### config.mk
export PLATFORM = sky130hd
export DESIGN_NAME = sd_cmd_phy
export DESIGN_NICKNAME = d
export VERILOG_FILES = /design/src/rtl/sd_cmd_pkg.sv /design/src/rtl/sd_crc7.sv /design/src/rtl/sd_cmd_phy.sv
export SDC_FILE = /design/constraint.sdc
export NUM_CORES = 1
export LEC_CHECK = 0
export BUFFER_PORTS_ARGS = -buffer_cell sky130_fd_sc_hd__buf_2
export CAP_MARGIN = 20
export CORE_MARGIN = 4
export CORE_UTILIZATION = 43
export DETAILED_ROUTE_END_ITERATION = 8
export GPL_TIMING_DRIVEN = 0
export RECOVER_POWER = 50
export SLEW_MARGIN = 25
export SYNTH_ARGS = -nofsm -noshare
export SYNTH_HDL_FRONTEND = slang
export SYNTH_SLANG_ARGS = --single-unit
### constraint.sdc
create_clock -name clock -period 6.53 [get_ports clock]
set_input_delay 0.3265 -clock clock [delete_from_list [all_inputs] [get_ports clock]]
set_output_delay 0.3265 -clock clock [all_outputs]
set_load 0.005 [all_outputs]
### src/rtl/sd_cmd_pkg.sv
// Shared types and constants for the SD host command-line PHY.
// The SDHOST_CMD_NCC_EN macro adds the NCC idle state to the state enum.
package sd_cmd_pkg;

    typedef enum logic [2:0] {
        ST_IDLE,
        ST_SEND,
        ST_TURN,
        ST_WAIT_START,
        ST_RECV,
        ST_CHECK,
        ST_HOLD
`ifdef SDHOST_CMD_NCC_EN
        , ST_NCC
`endif
    } state_t;

    localparam logic [1:0] RESP_NONE = 2'b00;
    localparam logic [1:0] RESP_136  = 2'b01;
    localparam logic [1:0] RESP_48   = 2'b10;
    localparam logic [1:0] RESP_48B  = 2'b11;

    localparam int FRAME_LEN_48  = 48;
    localparam int FRAME_LEN_136 = 136;

    // x^7 + x^3 + 1 with the x^7 term implied by the shift
    localparam logic [6:0] CRC7_POLY = 7'h09;

endpackage

### src/rtl/sd_crc7.sv
// Serial CRC7 generator/checker, one data bit per enable, MSB first.
module sd_crc7
    import sd_cmd_pkg::*;
(
    input  logic       clock,
    input  logic       reset,
    input  logic       clear,
    input  logic       enable,
    input  logic       data,
    output logic [6:0] crc
);

    always_ff @(posedge clock or negedge reset) begin
        if (!reset) begin
            crc <= 7'd0;
        end else if (clear) begin
            crc <= 7'd0;
        end else if (enable) begin
            crc <= {crc[5:0], 1'b0} ^ ({7{data ^ crc[6]}} & CRC7_POLY);
        end
    end

endmodule

### src/rtl/sd_cmd_phy.sv
// SD host CMD-line PHY: sends a 48-bit command, captures and checks the response.
// Define SDHOST_CMD_NCC_EN to enforce NCC_BITS idle bit periods after each command.
module sd_cmd_phy
    import sd_cmd_pkg::*;
#(
    parameter int TIMEOUT_BITS = 64
`ifdef SDHOST_CMD_NCC_EN
    , parameter int NCC_BITS = 8
`endif
) (
    input  logic         clock,
    input  logic         reset,
    input  logic         bit_en,
    input  logic         cmd_start,
    input  logic [5:0]   cmd_index,
    input  logic [31:0]  cmd_argument,
    input  logic [1:0]   resp_type,
    input  logic         crc_check_en,
    input  logic         index_check_en,
    input  logic         timeout_enable,
    input  logic         cmd_pin_in,
    output logic         cmd_pin_out,
    output logic         cmd_oe,
    output logic         busy,
    output logic         done,
    output logic [127:0] response,
    output logic         resp_valid,
    input  logic         resp_ack,
    output logic         crc_err,
    output logic         end_bit_err,
    output logic         index_err,
    output logic         timeout_err
);

    localparam int TW = $clog2(TIMEOUT_BITS + 1);

    state_t         state;
    logic [39:0]    tx_shift;
    logic [127:0]   rx_shift;
    logic [7:0]     bit_cnt;
    logic [TW-1:0]  wait_cnt;
    logic [5:0]     index_q;
    logic           crc_chk_q, idx_chk_q, tmo_en_q, resp_none_q, resp_long_q;
    logic [6:0]     crc_tx, crc_rx;
    logic           crc_clear, tx_crc_en, rx_crc_en, rx_start, rx_in_range;
    logic [7:0]     rx_pos, last_bit;

    // The RX CRC covers R[47:8] of a short reply and R[127:8] of a long one,
    // so the start bit feeds it only for short replies.
    always_comb begin
        crc_clear   = (state == ST_IDLE) && cmd_start;
        tx_crc_en   = (state == ST_SEND) && bit_en && (bit_cnt < 8'd40);
        rx_start    = (state == ST_WAIT_START) && bit_en && !cmd_pin_in;
        rx_pos      = (state == ST_RECV) ? bit_cnt : 8'd0;
        rx_in_range = resp_long_q ? ((rx_pos >= 8'd8) && (rx_pos < 8'd128)) : (rx_pos < 8'd40);
        rx_crc_en   = (rx_start || ((state == ST_RECV) && bit_en)) && rx_in_range;
        last_bit    = resp_long_q ? 8'(FRAME_LEN_136 - 1) : 8'(FRAME_LEN_48 - 1);
    end

    sd_crc7 u_crc_tx (
        .clock  (clock),
        .reset  (reset),
        .clear  (crc_clear),
        .enable (tx_crc_en),
        .data   (tx_shift[39]),
        .crc    (crc_tx)
    );

    sd_crc7 u_crc_rx (
        .clock  (clock),
        .reset  (reset),
        .clear  (crc_clear),
        .enable (rx_crc_en),
        .data   (cmd_pin_in),
        .crc    (crc_rx)
    );

    assign busy = (state != ST_IDLE);

    always_ff @(posedge clock or negedge reset) begin
        if (!reset) begin
            state       <= ST_IDLE;
            cmd_pin_out <= 1'b1;
            cmd_oe      <= 1'b0;
            done        <= 1'b0;
            resp_valid  <= 1'b0;
            response    <= '0;
            crc_err     <= 1'b0;
            end_bit_err <= 1'b0;
            index_err   <= 1'b0;
            timeout_err <= 1'b0;
            tx_shift    <= '0;
            rx_shift    <= '0;
            bit_cnt     <= '0;
            wait_cnt    <= '0;
            index_q     <= '0;
            crc_chk_q   <= 1'b0;
            idx_chk_q   <= 1'b0;
            tmo_en_q    <= 1'b0;
            resp_none_q <= 1'b0;
            resp_long_q <= 1'b0;
        end else begin
            done <= 1'b0;
            case (state)
                ST_IDLE: if (cmd_start) begin
                    tx_shift  <= {2'b01, cmd_index, cmd_argument};
                    rx_shift  <= '0;
                    bit_cnt   <= '0;
                    wait_cnt  <= '0;
                    index_q   <= cmd_index;
                    crc_chk_q <= crc_check_en;
                    idx_chk_q <= index_check_en;
                    tmo_en_q  <= timeout_enable;
                    case (resp_type)
                        RESP_NONE:         begin resp_none_q <= 1'b1; resp_long_q <= 1'b0; end
                        RESP_136:          begin resp_none_q <= 1'b0; resp_long_q <= 1'b1; end
                        RESP_48, RESP_48B: begin resp_none_q <= 1'b0; resp_long_q <= 1'b0; end
                    endcase
                    state <= ST_SEND;
                end
                // Each strobe drives the next frame bit; the strobe after the end bit releases the line.
                ST_SEND: if (bit_en) begin
                    if (bit_cnt == 8'(FRAME_LEN_48)) begin
                        cmd_oe      <= 1'b0;
                        cmd_pin_out <= 1'b1;
                        bit_cnt     <= '0;
                        state       <= resp_none_q ? ST_CHECK : ST_TURN;
                    end else begin
                        cmd_oe  <= 1'b1;
                        bit_cnt <= bit_cnt + 1'b1;
                        if (bit_cnt < 8'd40) begin
                            cmd_pin_out <= tx_shift[39];
                            tx_shift    <= {tx_shift[38:0], 1'b0};
                        end else if (bit_cnt < 8'd47) begin
                            cmd_pin_out <= crc_tx[3'd6 - bit_cnt[2:0]];
                        end else begin
                            cmd_pin_out <= 1'b1;
                        end
                    end
                end
                ST_TURN: if (bit_en) begin
                    if (bit_cnt == 8'd1) begin
                        bit_cnt  <= '0;
                        wait_cnt <= '0;
                        state    <= ST_WAIT_START;
                    end else begin
                        bit_cnt <= bit_cnt + 1'b1;
                    end
                end
                // A start bit wins over a timeout landing on the same strobe.
                ST_WAIT_START: if (bit_en) begin
                    if (!cmd_pin_in) begin
                        rx_shift <= {rx_shift[126:0], 1'b0};
                        bit_cnt  <= 8'd1;
                        state    <= ST_RECV;
                    end else if (tmo_en_q && (wait_cnt == TW'(TIMEOUT_BITS - 1))) begin
                        timeout_err <= 1'b1;
                        state       <= ST_CHECK;
                    end else if (wait_cnt != TW'(TIMEOUT_BITS)) begin
                        wait_cnt <= wait_cnt + 1'b1;
                    end
                end
                ST_RECV: if (bit_en) begin
                    rx_shift <= {rx_shift[126:0], cmd_pin_in};
                    bit_cnt  <= bit_cnt + 1'b1;
                    if (bit_cnt == last_bit) begin
                        state <= ST_CHECK;
                    end
                end
                ST_CHECK: begin
                    done <= 1'b1;
                    if (resp_none_q) begin
`ifdef SDHOST_CMD_NCC_EN
                        cmd_oe      <= 1'b1;
                        cmd_pin_out <= 1'b1;
                        bit_cnt     <= '0;
                        state       <= ST_NCC;
`else
                        state <= ST_IDLE;
`endif
                    end else begin
                        resp_valid <= 1'b1;
                        if (!timeout_err) begin
                            response    <= resp_long_q ? {8'd0, rx_shift[127:8]} : {96'd0, rx_shift[39:8]};
                            index_err   <= !resp_long_q && idx_chk_q && (rx_shift[45:40] != index_q);
                            crc_err     <= crc_chk_q && (crc_rx != rx_shift[7:1]);
                            end_bit_err <= !rx_shift[0];
                        end
                        state <= ST_HOLD;
                    end
                end
                ST_HOLD: if (resp_ack) begin
                    resp_valid  <= 1'b0;
                    crc_err     <= 1'b0;
                    end_bit_err <= 1'b0;
                    index_err   <= 1'b0;
                    timeout_err <= 1'b0;
`ifdef SDHOST_CMD_NCC_EN
                    cmd_oe      <= 1'b1;
                    cmd_pin_out <= 1'b1;
                    bit_cnt     <= '0;
                    state       <= ST_NCC;
`else
                    state <= ST_IDLE;
`endif
                end
`ifdef SDHOST_CMD_NCC_EN
                ST_NCC: if (bit_en) begin
                    if (bit_cnt == 8'(NCC_BITS - 1)) begin
                        cmd_oe <= 1'b0;
                        state  <= ST_IDLE;
                    end else begin
                        bit_cnt <= bit_cnt + 1'b1;
                    end
                end
`endif
                default: state <= ST_IDLE;
            endcase
        end
    end

endmodule

==> Word-level counts from Yosys, hierarchy flattened <==
Cells that the tools add are included.
{ "totals": {"ff_bits": 347, "out_inout_bits": 137, "word_cells": 186} }
{ "op_classes": {"reduce_logical": 40, "eq_ne": 35, "add_sub_neg": 3, "n_bitwise": 6, "n_lt_le_gt_ge": 6, "muxes": 74} }
{ "ops": {"columns": ["cell", "count"], "rows": [
  ["128-bit 2-to-1 mux", 4],
  ["128-bit case mux with 3 select lines", 1],
  ["40-bit 2-to-1 mux", 4],
  ["120-bit 2-to-1 mux", 1],
  ["8-bit 2-to-1 mux", 10],
  ["40-bit case mux with 2 select lines", 1],
  ["7-bit 2-to-1 mux", 11],
  ["8-bit case mux with 5 select lines", 1],
  ["3-bit 2-to-1 mux", 13],
  ["2-bit != test (second input constant)", 13],
  ["8-bit by 6-bit < comparator with 1-bit output (second input constant)", 3],
  ["3-bit case mux with 7 select lines", 1],
  ["7-bit case mux with 3 select lines", 1],
  ["1-bit 2-to-1 mux", 18],
  ["5-bit AND reduction", 3],
  ["1-bit case mux with 2 select lines", 7],
  ["7-bit by 4-bit XOR with 7-bit output", 2],
  ["1-bit logical AND", 12],
  ["2-bit by 1-bit != test with 1-bit output (second input constant)", 5],
  ["10-bit AND reduction", 1],
  ["2-bit nonzero test", 5],
  ["3-bit equality test (second input constant)", 3],
  ["3-bit nonzero test", 3],
  ["8-bit by 1-bit adder with 8-bit output (second input constant)", 1],
  ["31 further kinds", 40]
]} }

==> Logic depth before layout (Yosys ltp) <==
Gate-level depths: netlist of the first run.
{ "depth": {"ltp_word": 8, "mapped_depth": 10, "depth_no_buf": 7} }

==> By module <==
Synthesis of the first run repeated with hierarchy kept, for this count alone.
{ "hier_totals": {"cells_unflattened": 1520, "hier_area_um2": 14387.5} }
{ "by_module_without_submodules": {"columns": ["module", "cells_each", "seq_area_each_um2", "n_inst", "area_each_um2"], "rows": [
  ["sd_cmd_phy", 1464, 8134.1, 1, 13772.0],
  ["sd_crc7", 28, 175.2, 2, 307.8]
]} }

==> Least setup slack after synthesis of the first run <==
OpenSTA, ideal clock, no wires.
{ "synth_timing": {"path_type": "reg-to-reg", "startpoint": "register bit_cnt[4]", "endpoint": "register state[1]", "setup_slack_ns": 4.410, "path_stages_with_launch": 7, "n_path_buf": 1, "t_arrival_ns": 1.999, "t_required_ns": 6.409, "synth_period_minus_slack_ns": 2.120, "cell_sequence": "dfrtp_1 buf_6 or4_4 o41a_4 a211oi_4 o2111ai_1 a22o_1"} }
{ "synth_via": {"elab_chain_len": 3, "elab_cells_between_ends": 7} }
{ "synth_lines": {"columns": ["item", "line", "rtl"], "rows": [
  ["start, declared", "sd_cmd_phy.sv:40", "logic [7:0] bit_cnt;"],
  ["start signal, assigned", "sd_cmd_phy.sv:130", "bit_cnt <= bit_cnt + 1'b1;"],
  ["start signal, assigned", "sd_cmd_phy.sv:147", "bit_cnt <= bit_cnt + 1'b1;"],
  ["start signal, assigned", "sd_cmd_phy.sv:165", "bit_cnt <= bit_cnt + 1'b1;"],
  ["8-bit by 1-bit equality test with 1-bit output, or another cell as far along", "sd_cmd_phy.sv:142", "if (bit_cnt == 8'd1) begin"],
  ["2-bit != test (no line) or 2-bit by 1-bit != test with 1-bit output (tied branches)", null, null],
  ["10-bit AND reduction (no line) (*)", null, null],
  ["end signal, assigned", "sd_cmd_phy.sv:127", "state <= resp_none_q ? ST_CHECK : ST_TURN;"],
  ["end, declared", "sd_cmd_phy.sv:37", "state_t state;"]
]} }
Every way passes the cells marked *; elsewhere a longest branch is shown, timed or not.
A chain may end at the register's enable or synchronous reset.

==> impl_metrics.json, run 1 <==
{
  "synth_compound_area_share_pct": 9.97,
  "async_flop_share_pct": 100,
  "maxCapViolations": 1,
  "relSlewSlack_pct": -80.1,
  "netlist_instances": 1582,
  "regArea_um2": 8480,
  "grt_overflow": 0,
  "powerDensity_nw_per_um2": 437,
  "critPathCaptureType": "async pin",
  "routed_wl_um": 35100,
  "synth-seq-cells": 339,
  "arrival_ns": 3.87,
  "hold_class": "in2reg",
  "grtUsageTotal_pct": 19.5,
  "cts.sinks": 339,
  "fp.dieW_um": 191,
  "final-setup-viol-count": 0,
  "via_count": 11500,
  "fin_nets": 1866,
  "cts_tree": "built",
  "floorplan.die_area_um2": 36600,
  "via_per_inst": 5.06,
  "cp_cell_sequence": "dlygate4sd3_1 > clkbuf_1 > buf_16 > buf_16 > buf_16",
  "synth_edf_count": 0,
  "finalMaxSlewViolations": 46,
  "instances_no_fill": 2278,
  "nFillCells": 3189,
  "synth-warning-count": 0,
  "dp_hpwl_um": 24800,
  "drc": 0,
  "multi_input_area_um2": 5470,
  "setup_tns_ns": 0,
  "synth-main-ff-cell": "dfrtp_1",
  "wl_per_cell_um": 15.4,
  "synth_top_area_share_pct": 58.5,
  "synth_top_family_by_area": "simple AND/OR/NAND/NOR gates",
  "hold_viol_final": 0,
  "clk_path_buf_depth": 3,
  "critPathRequiredTime_ns": 7.18,
  "tightest_slew_ns": 2.70,
  "dp_cells": 2212,
  "cts_resized": 0,
  "yosysSeqAreaShare_pct": 58.7,
  "cts-root-buf": "clkbuf_16",
  "setup.worst_path.start_class": "input pin",
  "crit_type": "in2async",
  "drt_iter0_markers": 561,
  "netlist-cell-type-count": 64,
  "fin_util_pct": 52.2,
  "cts_buffers": 38,
  "drive_above_1_share_pct": 10.2,
  "synth_mux_area_share_pct": 3.64,
  "initial_core_util_pct": 44.0,
  "drt_pass1_iterations": 4,
  "syn_area_per_cell_um2": 9.14,
  "critPathSlowestCell": "clkbuf_1",
  "crit_top_cell": "buf_16",
  "grt_max_degree": 90,
  "die_h_um": 191,
  "cpPeakStageDelay_ns": 1.90,
  "synth_top_area_cell": "dfrtp_1",
  "final_antenna_net_count": 0,
  "p_leak_nw": 8.52,
  "grt_pass1_wl_um": 59200,
  "cts.clk_slew.worst_paths_ns": 0.06,
  "min_period_ns": 3.23,
  "synth_xor_xnor_area_share_pct": 1.03,
  "row_count": 66,
  "port_buffers": 177,
  "vdd_drop_max_mv": 0.253,
  "outcome": "finished, violations left",
  "syn_area_um2": 14500,
  "synthAdderAreaFrac_pct": 0.433,
  "clk_latency_ns": 0.51,
  "finalCritPeriodShare_pct": 49.4,
  "layout_commonest_cell": "nand2_1",
  "violations": "max-capacitance violations, max-slew violations",
  "grt_pass1_vias": 11500,
  "fin_worst_skew_ns": 0.0136,
  "core_um2": 32900,
  "htree_levels": 2,
  "syn_to_final_growth_pct": 18.7,
  "synthTopCellsByArea": "dfrtp_1 58%, nand2_1 16%, o21ai_0 6.3%",
  "io_pins": 186,
  "gp_congestion": 0.842,
  "layout_common_cells": "622 x nand2_1, 338 x dfrtp_1, 182 x o21ai_0",
  "antennaDiodeCount": 0,
  "antenna_found_initial": 4,
  "fmax_ghz": 0.310,
  "timing.hold.ws_ns": 0.0225,
  "crit_fanout": 82,
  "synth_simple_gate_area_share_pct": 22.5,
  "rsz0062_at_grt": "no"
}
-- flip-flops by register name, summed over array words and instances (netlist names), 3 cells and up --
register,count
state,3
wait_cnt,7
bit_cnt,8
tx_shift,40
u_crc_tx.crc,7
u_crc_rx.crc,7
response,120
index_q,6
rx_shift,128
-- per-stage QoR --
step / setup WS (ns) / area [um2] / total power, mW
finish: 3.30 / 17200 / 7.50
global route: 2.71 / 17200 / 8.07
CTS: 3.54 / 17300 / 7.65
detailed placement: 3.58 / 16000 / 5.50
global placement: -1.60 / 15900 / 5.44
floorplan: 4.41 / 14500 / 4.58
-- critical path, delay by kind of cell --
kind                   cells  cell delay (ns)
buffers and inverters      5             3.45
-- kinds of logic (layout without fill, tap and decap cells) --
logic type,after synthesis,after routing
flops,339,339
simple gates,793,793
mux,51,51
compound gates,248,248
buf+inv,128,375
xor+xnor,17,17
other cells,1,8
fa+ha+maj,5,5
-- final cells by class --
type | instances | share of cell area (%)
Inverter | 14 | 0.306
Tap cell | 442 | 3.22
Sequential cell | 339 | 49.4
Multi-Input combinational cell | 1122 | 31.8
Clock buffer | 55 | 6.38
Buffer | 114 | 2.81
Clock inverter | 9 | 0.721
Timing Repair Buffer | 183 | 5.31
-- synthesized netlist by cell type (3+ instances only) --
| cell | number |
|---|---|
| xor2_1 | 9 |
| dfrtp_1 | 338 |
| mux2i_1 | 47 |
| o41ai_1 | 3 |
| buf_2 | 15 |
| nand2_1 | 622 |
| a21o_1 | 4 |
| buf_1 | 5 |
| a22o_1 | 11 |
| nand3b_1 | 4 |
| o211ai_1 | 3 |
| nor3_1 | 3 |
| nand4_1 | 3 |
| o31ai_1 | 4 |
| nor2_1 | 21 |
| clkbuf_1 | 85 |
| nand2b_1 | 7 |
| xnor2_1 | 8 |
| a21oi_1 | 13 |
| o22ai_1 | 3 |
| nor2b_1 | 7 |
| o21ai_0 | 182 |
| ha_1 | 5 |
| nand3_1 | 101 |
| or3_1 | 7 |
| inv_1 | 14 |
| a31oi_1 | 4 |
| buf_4 | 8 |
| and3_1 | 3 |
-- layer usage --
metal / GRT usage, % / vias up / routed length, um
met5: 0 / - / 47
met4: 4.06 / 8 / 613
met3: 4.75 / 52 / 2310
met2: 31.4 / 277 / 16200
met1: 27.0 / 5526 / 16000
li1: - / 5658 / -
-- timing repair --
action	in CTS	in global routing
endpoints found under the hold margin	45	0
buffers inserted	0	0
hold buffers	2	0
-- report_power, final --
part	switching (mW)	total [mW]	internal [mW]
Clock	0.823	2.10	1.28
Combinational	1.60	2.34	0.744
Sequential	0.386	3.05	2.67
Total	2.81	7.50	4.69
-- path summary, 6_finish.rpt --
check                      depth (start not counted)          from  slack [ns]           end
setup / recovery                                   5         reset        3.30  response[48]
hold / removal                                     2  resp_type[1]        0.02   resp_none_q
setup reg to reg                                   8      state[2]        3.51  rx_shift[98]
hold reg to reg                                    2  response[65]        0.46  response[65]
max in group clock                                 8      state[2]        3.51  rx_shift[98]
min in group asynchronous                          2         reset        1.21  response[92]
No activity file was read; power rests on OpenSTA's default activity.
==> run 2: changes to the inputs <==
==> constraint.sdc (replaced) <==
create_clock -name clock -period 2.8 [get_ports clock]
set_input_delay 0.14 -clock clock [delete_from_list [all_inputs] [get_ports clock]]
set_output_delay 0.14 -clock clock [all_outputs]
set_load 0.005 [all_outputs]
==> impl_metrics.json, run 2 (synthesized netlist as in run 1, its figures left out) <==
{
  "p_seq_share_pct": 40.8,
  "fmax_ghz": 0.390,
  "sw_frac_of_total_pct": 37.5,
  "layout_common_cells": "621 x nand2_1, 338 x dfrtp_1, 182 x o21ai_0",
  "largest_register_ffs": 128,
  "min_from": "cmd_pin_in",
  "regArea_um2": 8480,
  "drive_above_1_share_pct": 10.1,
  "powerDensity_nw_per_um2": 999,
  "grt_pass1_wl_um": 60300,
  "finalCritPeriodShare_pct": 91.6,
  "r2r-end": "rx_shift[98]",
  "stdcell_area_um2": 17600,
  "via_count": 11700,
  "largest_registers": "rx_shift (128), response (120), tx_shift (40)",
  "setup.worst_path.start_class": "flop",
  "core_um2": 32900,
  "r2r_start": "state[0]",
  "cp.buffers_inverters": 3,
  "htree_levels": 2,
  "pwr-share-clk_pct": 28.0,
  "hold_path_depth": 3,
  "fin_nets": 1907,
  "r2r_slack_ns": 0.24,
  "maxCapViolations": 0,
  "crit_fanout": 10,
  "min_period_ns": 2.56,
  "cts_tree": "built",
  "dp_hpwl_um": 24800,
  "crit_type": "reg2reg",
  "p_sw_mw": 6.57,
  "finalMaxSlewViolations": 0,
  "grtUsageTotal_pct": 19.8,
  "fin_util_pct": 53.4,
  "fin_worst_skew_ns": 0.0139,
  "power_frac_comb_pct": 31.3,
  "row_count": 66,
  "cp.depth": 8,
  "cts.sinks": 339,
  "cts_buffers": 38,
  "layout_commonest_cell": "nand2_1",
  "drc": 0,
  "nFillCells": 3144,
  "grt_max_degree": 90,
  "hold_viol_final": 0,
  "gp_congestion": 0.842,
  "final_antenna_net_count": 0,
  "p_leak_nw": 8.69,
  "critPathCaptureType": "flop",
  "reg2reg_depth": 8,
  "drt_pass1_iterations": 5,
  "wl_per_cell_um": 15.3,
  "vdd_drop_max_mv": 0.590,
  "cp_top_family": "simple AND/OR/NAND/NOR gates",
  "clk_path_buf_depth": 3,
  "port_buffers": 177,
  "tightest_slew_ns": 1.23,
  "cpPeakStageDelay_ns": 0.40,
  "multi_input_area_um2": 5470,
  "top_register": "rx_shift",
  "dp_cells": 2212,
  "via_per_inst": 5.02,
  "cp_cell_sequence": "buf_2 > nor2_2 > nand2_1 > nand2_2 > buf_2 > clkbuf_1 > nand2_1 > o21ai_0",
  "initial_core_util_pct": 44.0,
  "outcome": "completed",
  "dpl_cell_area_um2": 16000,
  "io_pins": 186,
  "critPathSlowestCell": "dfrtp_1",
  "internal-power_mw": 11.0,
  "arrival_ns": 2.99,
  "final-setup-viol-count": 0,
  "routed_wl_um": 35600,
  "hold_end": "rx_shift[0]",
  "drt_iter0_markers": 535,
  "clk_latency_ns": 0.51,
  "hold_class": "in2reg",
  "die_h_um": 191,
  "relSlewSlack_pct": 18.3,
  "design_power_total_mw": 17.5,
  "cts-root-buf": "clkbuf_16",
  "antenna_found_initial": 1,
  "syn_to_final_growth_pct": 21.5,
  "cts.clk_slew.worst_paths_ns": 0.06,
  "rsz0062_at_grt": "no",
  "grt_overflow": 0,
  "instances_no_fill": 2320,
  "floorplan.die_area_um2": 36600,
  "critPathRequiredTime_ns": 3.22,
  "grt_pass1_vias": 11700,
  "timing.hold.ws_ns": 0.0731,
  "fp.dieW_um": 191
}
==> run 2: cell types whose count changed in the layout (fill, tap and decap cells not counted) <==
cell           change
nand2_2            +1
nand2_1            -1
buf_8              +1
diode_2            +1
buf_2              -1
buf_16             -3
buf_6              +1
dlygate4sd3_1     +44
clkbuf_1           -5
buf_4              +1
clkbuf_2           +1
clkbuf_4           +2
==> run 2: worst max path at each step <==
stage / from / to
floorplan: bit_cnt[4] / state[1]
global placement: reset / response[14]
detailed placement: state[2] / rx_shift[0]
CTS: state[1] / response[106]
global route: state[1] / response[102]
finish: state[0] / rx_shift[98]
==> run 2: power groups by stage <==
stage          Combinational [mW]  Clock (mW)  Sequential (mW)
3_3_place_gp                 5.51           0             7.17
5_1_grt                      6.28        5.25             7.34
4_1_cts                      5.71        5.04             7.14
6_report                     5.48        4.91             7.15
2_1_floorplan                3.66           0             7.02
3_5_place_dp                 5.63           0             7.20
==> run 2: layout make-up <==
| class | instances | share of cell area (%) |
|---|---|---|
| sequential | 339 | 48.3 |
| multi-input combinational | 1122 | 31.1 |
| timing repair buffer | 227 | 7.44 |
| clock buffer | 55 | 6.24 |
| tap | 442 | 3.15 |
| buffer | 111 | 2.71 |
| clock inverter | 9 | 0.705 |
| inverter | 14 | 0.299 |
| antenna | 1 | 0.0142 |
==> run 2: timing repair <==
action                     CTS  global route
resized for setup            3             0
hold buffers                46             0
setup endpoints to repair  115            80
setup buffers                0             0
hold endpoints to repair   148             0
==> run 2: tightest hold or removal path: cells and delay by family <==
kind / cells / cell delay [ns]
AOI/OAI and AO/OA: 1 / 0.10
buffers and inverters: 2 / 0.30
==> run 2: routing by layer <==
layer	GRT usage (%)	up-vias	share of wire, %
met1	27.7	5609	46
met3	3.96	42	5.5
li1	-	5746	-
met2	32.3	260	47
met4	4.03	0	1.6
met5	0	-	0
==> run 2: metrics by stage <==
| step | TNS, ns | setup slack (ns) |
|---|---|---|
| 2_1_floorplan | 0 | 0.680 |
| 5_1_grt | 0 | 0.000276 |
| 3_3_place_gp | -1729.35 | -5.14 |
| 3_5_place_dp | -5.43 | -0.152 |
| 4_1_cts | 0 | 0.0155 |
| 6_report | 0 | 0.235 |
